[config.mk]
export PLATFORM = sky130hd
export DESIGN_NAME = spi_sclk_sched
export DESIGN_NICKNAME = d
export VERILOG_FILES = /design/src/rtl/spi_ctrl_pkg.sv /design/src/rtl/sclk_tick_gen.sv /design/src/rtl/spi_sclk_sched.sv
export SDC_FILE = /design/constraint.sdc
export NUM_CORES = 1
export LEC_CHECK = 0
export ABC_AREA = 1
export CAP_MARGIN = 15
export CORE_AREA = 3 3 89 91
export CTS_BUF_LIST = sky130_fd_sc_hd__clkbuf_2
export CTS_CLUSTER_SIZE = 14
export DETAILED_ROUTE_END_ITERATION = 10
export DIE_AREA = 0 0 92 94
export PLACE_DENSITY = 0.68
export SLEW_MARGIN = 30
export SYNTH_ARGS = -nofsm -noshare
export SYNTH_HDL_FRONTEND = slang
export SYNTH_SLANG_ARGS = --single-unit
[constraint.sdc]
create_clock -name clkin -period 3.1 [get_ports clkin]
set_input_delay 0.31 -clock clkin [delete_from_list [all_inputs] [get_ports clkin]]
set_output_delay 0.31 -clock clkin [all_outputs]
set_load 0.005 [all_outputs]
[src/rtl/spi_ctrl_pkg.sv]
// Shared definitions for the APB-to-SPI flash controller: FSM states,
// default datapath widths and the minimum SCK half period.
package spi_ctrl_pkg;

   localparam int unsigned DIV_W_DEF = 15;
   localparam int unsigned CNT_W_DEF = 8;
   localparam int unsigned HALF_MIN  = 1;

   typedef enum logic [2:0] {
      S_IDLE  = 3'd0,
      S_SETUP = 3'd1,
      S_RUN   = 3'd2,
      S_HOLD  = 3'd3,
      S_DONE  = 3'd4
   } spi_state_t;

endpackage

[src/rtl/sclk_tick_gen.sv]
// Half-period tick generator: latches H = n_div/2 (minimum 1) on load and
// pulses tick_c every H cycles of clkin.
module sclk_tick_gen
   import spi_ctrl_pkg::*;
#(
   parameter int unsigned DIV_W = DIV_W_DEF
) (
   input  logic             clkin,
   input  logic             reset,
   input  logic             load,
   input  logic             clear,
   input  logic [DIV_W-1:0] n_div,
   output logic             tick_c
);

   logic [DIV_W-1:0] half;
   logic [DIV_W-1:0] hcnt;

   assign tick_c = (hcnt == half - DIV_W'(1));

   always_ff @(posedge clkin) begin
      if (reset) begin
         half <= DIV_W'(HALF_MIN);
         hcnt <= '0;
      end else begin
         if (load)
            half <= (n_div < DIV_W'(2)) ? DIV_W'(HALF_MIN) : (n_div >> 1);
         // every state transition happens on a tick, so wrapping here also
         // restarts the count on state entry
         if (clear || load || tick_c)
            hcnt <= '0;
         else
            hcnt <= hcnt + DIV_W'(1);
      end
   end

endmodule

[src/rtl/spi_sclk_sched.sv]
// SPI transfer sequencer: chip select, edge-counted SCK synchronous to clkin,
// and one-cycle shift/sample strobes for the shifter.
module spi_sclk_sched
   import spi_ctrl_pkg::*;
#(
   parameter int unsigned DIV_W = DIV_W_DEF,
   parameter int unsigned CNT_W = CNT_W_DEF
) (
   input  logic             clkin,
   input  logic             reset,
   input  logic             start,
   input  logic [DIV_W-1:0] n_div,
   input  logic [CNT_W-1:0] nbits,
   input  logic             cpol,
   input  logic             cpha,
   output logic             busy,
   output logic             cs_n,
   output logic             sclk,
   output logic             shift_stb,
   output logic             sample_stb,
   output logic             done
);

   spi_state_t       state;
   logic [CNT_W-1:0] nbits_q;
   logic             cpha_q;
   logic [CNT_W:0]   ec;
   logic [CNT_W:0]   ec_nxt_c;
   logic [CNT_W:0]   e_tgt_c;
   logic             tick_c;
   logic             load_c;
   logic             clear_c;

   assign ec_nxt_c = ec + (CNT_W+1)'(1);
   assign e_tgt_c  = {nbits_q, 1'b0};
   assign load_c   = (state == S_IDLE) && start;
   assign clear_c  = (state == S_IDLE) || (state == S_DONE);

   sclk_tick_gen #(.DIV_W(DIV_W)) u_tick (
      .clkin  (clkin),
      .reset  (reset),
      .load   (load_c),
      .clear  (clear_c),
      .n_div  (n_div),
      .tick_c (tick_c)
   );

   always_ff @(posedge clkin) begin
      if (reset) begin
         state      <= S_IDLE;
         busy       <= 1'b0;
         cs_n       <= 1'b1;
         sclk       <= 1'b0;
         shift_stb  <= 1'b0;
         sample_stb <= 1'b0;
         done       <= 1'b0;
         ec         <= '0;
         nbits_q    <= '0;
         cpha_q     <= 1'b0;
      end else begin
         shift_stb  <= 1'b0;
         sample_stb <= 1'b0;
         done       <= 1'b0;
         case (state)
            S_IDLE: begin
               sclk <= cpol;
               ec   <= '0;
               if (start) begin
                  nbits_q   <= nbits;
                  cpha_q    <= cpha;
                  cs_n      <= 1'b0;
                  busy      <= 1'b1;
                  // mode 0 presents the first bit as chip select falls
                  shift_stb <= !cpha && (nbits != '0);
                  state     <= S_SETUP;
               end
            end
            S_SETUP: begin
               if (tick_c)
                  state <= (nbits_q == '0) ? S_HOLD : S_RUN;
            end
            S_RUN: begin
               if (tick_c) begin
                  sclk <= ~sclk;
                  ec   <= ec_nxt_c;
                  if (ec_nxt_c[0]) begin
                     if (cpha_q) shift_stb  <= 1'b1;
                     else        sample_stb <= 1'b1;
                  end else begin
                     if (cpha_q)                     sample_stb <= 1'b1;
                     else if (ec_nxt_c != e_tgt_c)   shift_stb  <= 1'b1;
                  end
                  if (ec_nxt_c == e_tgt_c)
                     state <= S_HOLD;
               end
            end
            S_HOLD: begin
               if (tick_c) begin
                  cs_n  <= 1'b1;
                  done  <= 1'b1;
                  state <= S_DONE;
               end
            end
            S_DONE: begin
               busy  <= 1'b0;
               state <= S_IDLE;
            end
            default: state <= S_IDLE;
         endcase
      end
   end

endmodule
After elaboration in Yosys (flattened, before gate mapping)
Index checks and enable logic that the tools add are counted.

word-level totals
  output and inout bits = 6
  bits of input ports = 28
  flip-flop bits (word level) = 57

operators by class
  bitwise operators = 4
  add/sub/neg operators = 3
  eq/ne operators = 12
  muxes and demuxes = 27
  reduce and logical (&&, ||, !) cells = 20
  magnitude comparators = 1

operator list
  cell                                                                      number
  9-bit one-hot mux with 2 select lines                                     1
  15-bit by 1-bit adder with 15-bit output (second input constant)          1
  15-bit equality test                                                      1
  15-bit by 2-bit < comparator with 1-bit output (second input constant)    1
  3-bit two-way mux                                                         5
  15-bit by 1-bit subtractor with 15-bit output (second input constant)     1
  1-bit two-way mux                                                         14
  14-bit two-way mux                                                        1
  3-bit one-hot mux with 4 select lines                                     1
  9-bit by 1-bit adder with 9-bit output (second input constant)            1
  9-bit equality test                                                       1
  9-bit two-way mux                                                         1
  9-bit inequality test                                                     1
  8-bit logical NOT                                                         1
  1-bit one-hot mux with 2 select lines                                     4
  8-bit nonzero test                                                        1
  3-bit by 2-bit equality test with 1-bit output (second input constant)    2
  2-bit by 1-bit inequality test with 1-bit output (second input constant)  3
  2-bit AND reduction                                                       3
  2-bit nonzero test                                                        3
  5-bit AND reduction                                                       1
  2-bit inequality test (second input constant)                             2
  1-bit NOT                                                                 4
  2-bit OR reduction                                                        2
  other kinds (8)                                                           11

Longest topological paths before layout
Gate-level depths: netlist (run 1).

  depth after elaboration = 7
  depth in mapped cells = 17
  depth with buffers taken out = 17

Cells and area by module
From an unflattened synthesis (run 1), not the netlist that was laid out.

second synthesis, totals
  cell total of the unflattened synthesis = 496
  area total of the unflattened synthesis = 3304.4 µm²

by module, submodules not included
  module          sequential area each (µm²)  times used  area each (µm²)  cells an instance
  sclk_tick_gen   580.6                       1           1826.8           276
  spi_sclk_sched  540.5                       1           1477.7           220

Least setup slack after synthesis (run 1)
No wires, ideal clock.

  path kind = reg2reg
  start = reg u_tick.half[0]
  end = reg ec[7]
  slack = 1.155 ns
  required time = 2.972 ns
  setup time = 0.128 ns
  cell stages (with the launch flop) = 15
  buffers on the path = 1
  arrival = 1.817 ns
  clock period less this slack = 1.945 ns
  cell sequence = dfxtp_1 inv_1 ha_1 xnor2_1 nor2_1 nand3_1 nor2_1 nand3b_1 nor2_2 nand3_4 nand2_4 buf_8 nand2_1 nand2_1 nor2_1

on the way
  longest elaborated chain between the ends = 4

RTL lines
  item                                                               RTL line              source
  from (decl)                                                        sclk_tick_gen.sv:16   logic [DIV_W-1:0] half;
  from (signal assigned)                                             sclk_tick_gen.sv:23   half <= DIV_W'(HALF_MIN);
  from (signal assigned)                                             sclk_tick_gen.sv:27   half <= (n_div < DIV_W'(2)) ? DIV_W'(HALF_MIN) : (n_div >> 1);
  15-bit by 1-bit subtractor with 15-bit output                      sclk_tick_gen.sv:19   assign tick_c = (hcnt == half - DIV_W'(1));
  15-bit equality test                                               sclk_tick_gen.sv:19
  2-bit by 1-bit inequality test with 1-bit output (no source line)  --
  2-bit AND reduction (no source line)                               --
  to (signal assigned)                                               spi_sclk_sched.sv:85  ec <= ec_nxt_c;
  to (decl)                                                          spi_sclk_sched.sv:27  logic [CNT_W:0] ec;

Every way passes these cells.
A chain may end at the register's enable or synchronous reset.

Worst setup path after layout (run 1)
  start = reg u_tick.half[0]
  end = reg u_tick.hcnt[12]

on the way
  longest elaborated chain between the ends = 4

RTL lines
  item                                           RTL line             source
  15-bit by 1-bit subtractor with 15-bit output  sclk_tick_gen.sv:19
  15-bit equality test                           sclk_tick_gen.sv:19
  1-bit logical OR                               sclk_tick_gen.sv:30  if (clear || load || tick_c)
  2-bit OR reduction (no source line)            --
  to (signal assigned)                           sclk_tick_gen.sv:33  hcnt <= hcnt + DIV_W'(1);
  to (decl)                                      sclk_tick_gen.sv:17  logic [DIV_W-1:0] hcnt;

Every way passes these cells.

==> flow_summary.toml, run 1 <==
[cts]
cts-resized-gates = 0
cts_hold_buf = 0
tritoncts = "yes"
cts_num_sinks = 56
clkTransAtPathRegs_ns = 0.30
cts_buffer_depth = 2
post_cts_buffers = 0
clock_latency_ns = 0.46
htree_levels = 2
cts_made_buffers = 5
cts_root_buf = "clkbuf_2"

[routing]
routed_wl_um = 8020
dr.pass1.iters = 4
viasPerCell = 5.01
wl_met2_um = 3470
wl_met3_um = 312
vias = 3296
top_layer_used = "met4"
routedWlPerCell_um = 12.2
wl_met1_um = 4110
post-route-drc-count = 0
first_iter_violations = 162
antenna_left = 0

[synthesis]
ys.warnings.count = 0
synth-edff-count = 0
synth_top_cell_by_area = "dfxtp_1"
ys_types = 38
synth.cell_area_mm2 = 0.00347
syn_avg_cell_area_um2 = 6.56
synthTopCellsByArea = "dfxtp_1, nand2_1, nor2_1"
ys_ff_latch = 56
synthCells = 529
synthMostInstantiatedCell = "nand2_1"
synth_common_cells = "nand2_1, nor2_1, inv_1"
synthDominantCellAreaShare_pct = 32.3
async_flop_share_pct = 0
synth_nets = 560
synth_ff_type = "dfxtp_1"
synth_seq_area_share_pct = 32.3

[critical_path]
r2r_slack_ns = 0.80
r2r.worst_path.cells = 12
end_kind = "flop"
worstPathRequired_ns = 3.50
crit-reg2reg-launch = "u_tick.half[0]$_SDFFE_PP1P_"
setup.worst_path.start_class = "flop"
r2r_end = "u_tick.hcnt[12]$_SDFF_PP0_"
critPathMaxFanout = 15
arrival_ns = 2.70
worstSetupPathType = "reg -> reg"

[run]
drv_cap = 0

[min_path]
hold_path_end = "u_tick.half[2]$_SDFFE_PP0P_"
hp-class = "in -> reg"
min_from = "n_div[3]"
whs_path_depth = 3

[placement]
gp_congestion = 0.915
io_buffers = 32
place_area_mm2 = 0.00387
dp_hpwl_um = 6350

[power]
ir_drop_uv = 333
power_density_mw_per_mm2 = 704
p_leak_nw = 1.71

[timing]
slew_headroom_pct = 56.8
max_freq_ghz = 0.434
post-route-period-util_pct = 74.3
setup_tns_ns = 0
final_hold_viol_count = 0
skew_ns = 0.0212
setup_viol = 0
tightest_slew_ns = 0.642
rsz0062_at_grt = "no"
maxSlewViolCount = 0
min_period_ns = 2.30

[floorplanning]
dieArea_mm2 = 0.00865
fp-row-count = 31
dieWidth_um = 92
core-area_mm2 = 0.00721
start_util_pct = 48.1
io_pins = 34
die_h_um = 94

[layout]
final_core_util_pct = 54.3
fin_area_mm2 = 0.00392
syn2layout_area_growth_pct = 12.9
drive_gt1_share_pct = 8.05
nNetsFinal = 589
diodes = 0

[global_routing]
grt_max_degree = 21
grt-ovfl-total = 0
grt_pass1_wl_um = 13500
grt_pass1_vias = 2961
antenna_found_initial = 0
track_usage_pct = 19.2

[run_status]
status = "finished clean"
## flip-flops by register name, summed over array words and instances, names as in the netlist
name         count
shift_stb        1
busy             1
cs_n             1
u_tick.hcnt     15
cpha_q           1
done             1
sclk             1
u_tick.half     14
state            3
nbits_q          8
sample_stb       1
ec               9
## how the worst max path moves through the flow
stage	start	to	depth (start not counted)
detailed placement	u_tick.half[0]$_SDFFE_PP1P_	u_tick.hcnt[12]$_SDFF_PP0_	14
global route	u_tick.half[0]$_SDFFE_PP1P_	u_tick.hcnt[3]$_SDFF_PP0_	14
CTS	u_tick.half[0]$_SDFFE_PP1P_	u_tick.hcnt[3]$_SDFF_PP0_	14
finish	u_tick.half[0]$_SDFFE_PP1P_	u_tick.hcnt[12]$_SDFF_PP0_	12
floorplan	u_tick.half[0]$_SDFFE_PP1P_	ec[7]$_SDFFE_PP0P_	14
global placement	u_tick.half[0]$_SDFFE_PP1P_	cs_n$_SDFFE_PP1P_	11
## per-layer routing
metal / vias up / GRT usage [%]
met5: - / 0
met3: 10 / 3.29
li1: 1753 / -
met2: 56 / 30.1
met1: 1477 / 27.2
met4: 0 / 4.95
## kinds of logic after synthesis
logic type	after synthesis	synth area share, %
fa+ha+maj	3	1.08
simple gates	313	41.9
compound gates	55	8.77
flops	56	32.3
xor+xnor	27	7.22
buf+inv	75	8.73
## stage by stage
stage          total power, W  std cells  worst slack [ns]  hold slack [ns]
6_report              0.00275        658             0.797            0.372
5_1_grt               0.00302        658             0.589            0.373
4_1_cts               0.00277        658             0.779            0.347
3_5_place_dp          0.00246        650             0.810            0.457
3_3_place_gp          0.00243        650             0.914            0.452
2_1_floorplan         0.00215        529              1.16            0.388
## report_power, final
part	switching [W]	leakage, nW	internal (W)	total (W)
combinational	0.000883	1.22	0.000538	0.00142
clock	0.000241	0.0308	0.0000554	0.000297
sequential	0.000156	0.459	0.000881	0.00104
## placed cells by master, fill, tap and decap left out, drive strengths merged
| master | netlist | routed |
|---|---|---|
| ha | 3 | 3 |
| nor4 | 6 | 6 |
| xor2 | 15 | 15 |
| a41oi | 1 | 1 |
| xnor2 | 11 | 11 |
| nor2 | 95 | 95 |
| o31ai | 1 | 1 |
| or2 | 2 | 2 |
| nand3 | 51 | 51 |
| xnor3 | 1 | 1 |
| clkbuf | 10 | 5 |
| and3 | 2 | 2 |
| clkinv | 1 | 3 |
| nor3b | 3 | 3 |
| o21bai | 2 | 2 |
| buf | 5 | 5 |
| and3b | 1 | 1 |
| nand4 | 7 | 7 |
| dfxtp | 56 | 56 |
| o21ai | 23 | 23 |
| nor3 | 9 | 9 |
| inv | 59 | 60 |
| nand2 | 130 | 130 |
| a21oi | 21 | 21 |
| nand3b | 7 | 7 |
| o211ai | 1 | 1 |
| a211oi | 6 | 6 |
| clkdlybuf4s50 | 0 | 32 |
## critical path, stage by stage (launching register included)
cell and delay [ns]:
dfxtp_1 0.40, inv_1 0.09, ha_1 0.28, nand2_4 0.13, nor2_4 0.19, nand3_1 0.13
nand2_1 0.09, nand2_1 0.10, nand3_2 0.12, nor2_4 0.05, nand2_1 0.10, nand3_2 0.30
nor3b_1 0.28
## layout make-up
| cell class | instances | area [um2] |
|---|---|---|
| clock inverter | 3 | 17.5 |
| tap | 99 | 124 |
| sequential | 56 | 1120 |
| inverter | 60 | 225 |
| fill | 739 | 3300 |
| clock buffer | 5 | 25.0 |
| timing repair buffer | 37 | 358 |
| multi-input combinational | 398 | 2040 |
(Power assumes the default switching activity.)
==> run 2: changes to the inputs <==
Clock period 3.1 ns to 2.35 ns, I/O delays scaled along.
==> flow_summary.toml, run 2 (synthesis results as in run 1) <==
[critical_path]
cp-startpoint = "u_tick.half[0]$_SDFFE_PP1P_"
arrival_ns = 2.55
worstPathRequired_ns = 2.74
setup.worst_path.start_class = "flop"
worstSetupPathType = "reg -> reg"
end_kind = "flop"
crit-reg2reg-launch = "u_tick.half[0]$_SDFFE_PP1P_"
critPathMaxFanout = 4
r2r_slack_ns = 0.19
r2r.worst_path.cells = 11
r2r_end = "cs_n$_SDFFE_PP1P_"

[layout]
nNetsFinal = 589
final_cell_mix = "nand2_1, nor2_1, inv_1"
final_core_util_pct = 55.0
final_cells = 658
largest_reg_flops = 15
mostFrequentLayoutCell = "nand2_1"
top_regs = "u_tick.hcnt x15, u_tick.half x14, ec x9"
syn2layout_area_growth_pct = 14.4
diodes = 0
regMostFlops = "u_tick.hcnt"
drive_gt1_share_pct = 8.77
fill_cells = 748

[floorplanning]
core-area_mm2 = 0.00721
start_util_pct = 48.1
die_h_um = 94
fp-row-count = 31
dieWidth_um = 92
dieArea_mm2 = 0.00865
io_pins = 34

[routing]
post-route-drc-count = 0
routedWlPerCell_um = 12.5
dr.pass1.iters = 4
routed_wl_um = 8230
first_iter_violations = 172
antenna_left = 0
vias = 3372
viasPerCell = 5.12

[timing]
slew_headroom_pct = 59.1
skew_ns = 0.0168
final_hold_viol_count = 0
min_period_ns = 2.16
max_freq_ghz = 0.464
setup_slack_ns = 0.193
tightest_slew_ns = 0.608
post-route-period-util_pct = 91.8
maxSlewViolCount = 0
setup_viol = 0

[placement]
numPlacedInstances = 650
io_buffers = 32
pre_cts_ws_ns = 0.105
gp_congestion = 0.929
dp_hpwl_um = 6460

[cts]
cts_num_sinks = 56
htree_levels = 2
cts_hold_buf = 0
post_cts_buffers = 0
clkTransAtPathRegs_ns = 0.30
cts_root_buf = "clkbuf_2"
cts_buffer_depth = 2
cts_made_buffers = 5
tritoncts = "yes"
clock_latency_ns = 0.47

[global_routing]
grt-ovfl-total = 0
grt_max_degree = 29
grt_pass1_vias = 3167
track_usage_pct = 19.9
antenna_found_initial = 0
grt_pass1_wl_um = 14000

[power]
ir_drop_uv = 491
p_int_w = 0.00208
power_density_mw_per_mm2 = 959
p_leak_nw = 1.72
p_sw_share_pct = 45.4
comb_power_share_pct = 50.5
pwr-share-seq_pct = 36.0
p_switching_w = 0.00173
clkPwrFrac_pct = 13.6

[min_path]
hp-class = "in -> reg"
whs_path_depth = 3
min_from = "n_div[4]"
hold_path_end = "u_tick.half[3]$_SDFFE_PP0P_"

[run_status]
status = "finished clean"

[run]
drv_cap = 0
## run 2: cell count changes in the layout (fill, tap and decap cells not counted), sizes merged
cell / previous run / this run
clkinv: 3 / 1
clkbuf: 5 / 6
bufinv: 0 / 1
## run 2: area by class of cell
type | instances | area, um2 | share of cell area [%]
clock buffers | 6 | 30.0 | 0.757
clock inverters | 2 | 38.8 | 0.978
inverters | 60 | 225 | 5.68
multi-input cells | 398 | 2070 | 52.1
flip-flops and latches | 56 | 1120 | 28.3
well taps | 99 | 124 | 3.12
repair buffers | 37 | 358 | 9.02
## run 2: routing by layer
| metal | wire length, um | share of wire [%] | track usage [%] | up-vias |
|---|---|---|---|---|
| li1 | - | - | - | 1759 |
| met1 | 4040 | 49 | 27.4 | 1528 |
| met2 | 3670 | 45 | 32.6 | 78 |
| met3 | 426 | 5.2 | 3.13 | 7 |
| met4 | 82 | 1.0 | 4.70 | 0 |
| met5 | 0 | 0 | 0 | - |
## run 2: repair_timing
| item | 4_1_cts | 5_1_grt |
|---|---|---|
| gates resized for setup | 0 | 6 |
| hold endpoints to repair | 0 | 0 |
| setup endpoints to repair | 0 | 28 |
## run 2: per-stage QoR
step	total power, W	TNS (ns)	hold slack (ns)	cell area [um2]
after floorplan	0.00284	0	0.313	3470
after global placement	0.00321	0	0.452	3870
after detailed placement	0.00325	0	0.455	3870
after CTS	0.00378	0	0.291	3940
after global routing	0.00415	-0.0158	0.304	3970
final	0.00381	0	0.290	3970
## run 2: worst max-delay path, cell delays in order, from the launching register on
cell and delay, ns:
dfxtp_2 0.42, inv_1 0.07, ha_2 0.28, xnor2_1 0.12
nor2_1 0.18, nand3_1 0.10, nor2_1 0.12, nand3b_1 0.10
nor3_1 0.26, nand4_1 0.23, nand3_1 0.12, nand3_1 0.07
## run 2: power by group through the flow
stage | sequential [W] | clock, W | combinational, W
6_report | 0.00137 | 0.000517 | 0.00192
3_3_place_gp | 0.00138 | 0 | 0.00183
2_1_floorplan | 0.00133 | 0 | 0.00151
5_1_grt | 0.00140 | 0.000559 | 0.00219
3_5_place_dp | 0.00139 | 0 | 0.00187
4_1_cts | 0.00137 | 0.000530 | 0.00188
## run 2: worst max-delay path by stage
stage | endpoint | depth (start not counted)
finish | cs_n$_SDFFE_PP1P_ | 11
global route | state[0]$_SDFFE_PP0P_ | 16
detailed placement | u_tick.hcnt[3]$_SDFF_PP0_ | 14
global placement | u_tick.hcnt[12]$_SDFF_PP0_ | 12
floorplan | ec[7]$_SDFFE_PP0P_ | 14
CTS | u_tick.hcnt[3]$_SDFF_PP0_ | 14
==> run 3: changes to the inputs <==
Settings changed: CAP_MARGIN 15 to default.
Clock period 2.35 ns to 2.2 ns, I/O delays scaled along.
==> flow_summary.toml, run 3 (synthesis results as in run 1) <==
[timing]
skew_ns = 0.0249
slew_headroom_pct = 63.7
setup_viol = 0
tightest_slew_ns = 0.540
max_freq_ghz = 0.485
maxSlewViolCount = 0
min_period_ns = 2.06
final_hold_viol_count = 0
post-route-period-util_pct = 93.8
hold_slack_ns = 0.265

[global_routing]
antenna_found_initial = 0
track_usage_pct = 19.2
grt_max_degree = 18
grt_pass1_vias = 2993
grt-ovfl-total = 0
grt_pass1_wl_um = 13500

[critical_path]
crit-reg2reg-launch = "u_tick.half[0]$_SDFFE_PP1P_"
crit_chain = "inv_2, ha_4, xnor2_1, nor2_1, nand3_1, nor2_1, nand3b_1, nor2_2, nand3_4, nand2_4, nand2_1, nand2_1, nor2_1"
setup.worst_path.start_class = "flop"
worstSetupPathType = "reg -> reg"
cp-startpoint = "u_tick.half[0]$_SDFFE_PP1P_"
cp_slowest_stage_delay_ns = 0.41
path_common_cell = "nor2_1"
critPathMaxFanout = 14
end_kind = "flop"
worstPathRequired_ns = 2.61
critPathSlowestCell = "dfxtp_1"
arrival_ns = 2.47

[power]
p_leak_nw = 1.75
p_int_w = 0.00226
p_sw_share_pct = 45.2
clkPwrFrac_pct = 13.4
comb_power_share_pct = 50.9
power_density_mw_per_mm2 = 1020
p_switching_w = 0.00187
ir_drop_uv = 529
pwr-share-seq_pct = 35.7

[routing]
post-route-drc-count = 0
top_layer_used = "met4"
first_iter_violations = 140
vias = 3332
wl_met2_um = 3720
wl_met3_um = 322
dr.pass1.iters = 4
routedWlPerCell_um = 12.5
routed_wl_um = 8260
wl_met1_um = 4120
antenna_left = 0
viasPerCell = 5.03

[cts]
clkTransAtPathRegs_ns = 0.31
cts_root_buf = "clkbuf_2"
cts_made_buffers = 5
clock_latency_ns = 0.48
cts_hold_buf = 0
htree_levels = 2
cts_buffer_depth = 2
cts_num_sinks = 56
tritoncts = "yes"

[placement]
gp_congestion = 0.932
io_buffers = 32
dp_hpwl_um = 6530
numPlacedInstances = 654
place_area_mm2 = 0.00390

[floorplanning]
start_util_pct = 48.1
dieArea_mm2 = 0.00865
core-area_mm2 = 0.00721
die_h_um = 94
fp-row-count = 31
dieWidth_um = 92
io_pins = 34

[layout]
mostFrequentLayoutCell = "nand2_1"
final_cells = 663
drive_gt1_share_pct = 12.8
diodes = 0
top_regs = "u_tick.hcnt x15, u_tick.half x14, ec x9"
syn2layout_area_growth_pct = 16.8
final_cell_mix = "nand2_1, nor2_1, inv_1"
largest_reg_flops = 15
nNetsFinal = 594
regMostFlops = "u_tick.hcnt"
fin_area_mm2 = 0.00405

[min_path]
hp-class = "in -> reg"
min_from = "n_div[2]"

[run_status]
status = "finished clean"

[run]
drv_cap = 0
==> run 3: cell types whose count changed in the layout (fill, tap and decap cells not counted), sizes merged <==
| cell | before | now |
|---|---|---|
| buf | 5 | 10 |
==> run 3: final cells by class <==
| class | instances | area [um2] |
|---|---|---|
| fill | 715 | 3160 |
| multi-input combinational | 398 | 2110 |
| sequential | 56 | 1130 |
| timing repair buffer | 42 | 395 |
| inverter | 60 | 225 |
| tap | 99 | 124 |
| clock inverter | 2 | 38.8 |
| clock buffer | 6 | 30.0 |
==> run 3: critical path: cells and delay by family, from the launching register on <==
| kind | cells | cell delay, ns |
|---|---|---|
| simple gates | 10 | 1.18 |
| flops | 1 | 0.41 |
| fa+ha+maj | 1 | 0.24 |
| xor+xnor | 1 | 0.11 |
| buf+inv | 1 | 0.07 |
==> run 3: timing repair <==
| item | CTS | global route |
|---|---|---|
| setup buffers | 0 | 1 |
| setup endpoints to repair | 3 | 29 |
| gates resized for setup | 2 | 23 |
| pin swaps | 0 | 2 |
==> run 3: metrics by stage <==
step	setup TNS [ns]	worst slack [ns]	util, %	total power (W)
2_1_floorplan	0	0.255	-	0.00303
6_report	0	0.136	56.2	0.00413
3_3_place_gp	0	0.0684	54.1	0.00346
3_5_place_dp	0	0.0256	54.1	0.00350
5_1_grt	-0.149	-0.0337	56.2	0.00450
4_1_cts	0	0.0372	55.2	0.00406
==> run 3: layer usage <==
metal  vias to the layer above  GRT usage (%)
li1                       1765              -
met1                      1501           27.1
met2                        56           30.7
met3                        10           2.96
met4                         0           5.07
met5                         -              0
==> run 3: power by group through the flow <==
stage | sequential (W) | combinational (W) | clock (W)
floorplan | 0.00142 | 0.00161 | 0
global placement | 0.00148 | 0.00199 | 0
detailed placement | 0.00149 | 0.00202 | 0
CTS | 0.00146 | 0.00204 | 0.000564
global route | 0.00151 | 0.00240 | 0.000597
finish | 0.00148 | 0.00210 | 0.000552
==> run 3: path summary, 6_finish.rpt <==
kind | slack (ns) | endpoint | cells after the start
worst min-delay path | 0.27 | u_tick.half[1]$_SDFFE_PP0P_ | 3
worst min register to register | 0.48 | busy$_SDFFE_PP0P_ | 2
worst max-delay path | 0.14 | ec[1]$_SDFFE_PP0P_ | 13
worst max register to register | 0.14 | ec[1]$_SDFFE_PP0P_ | 13
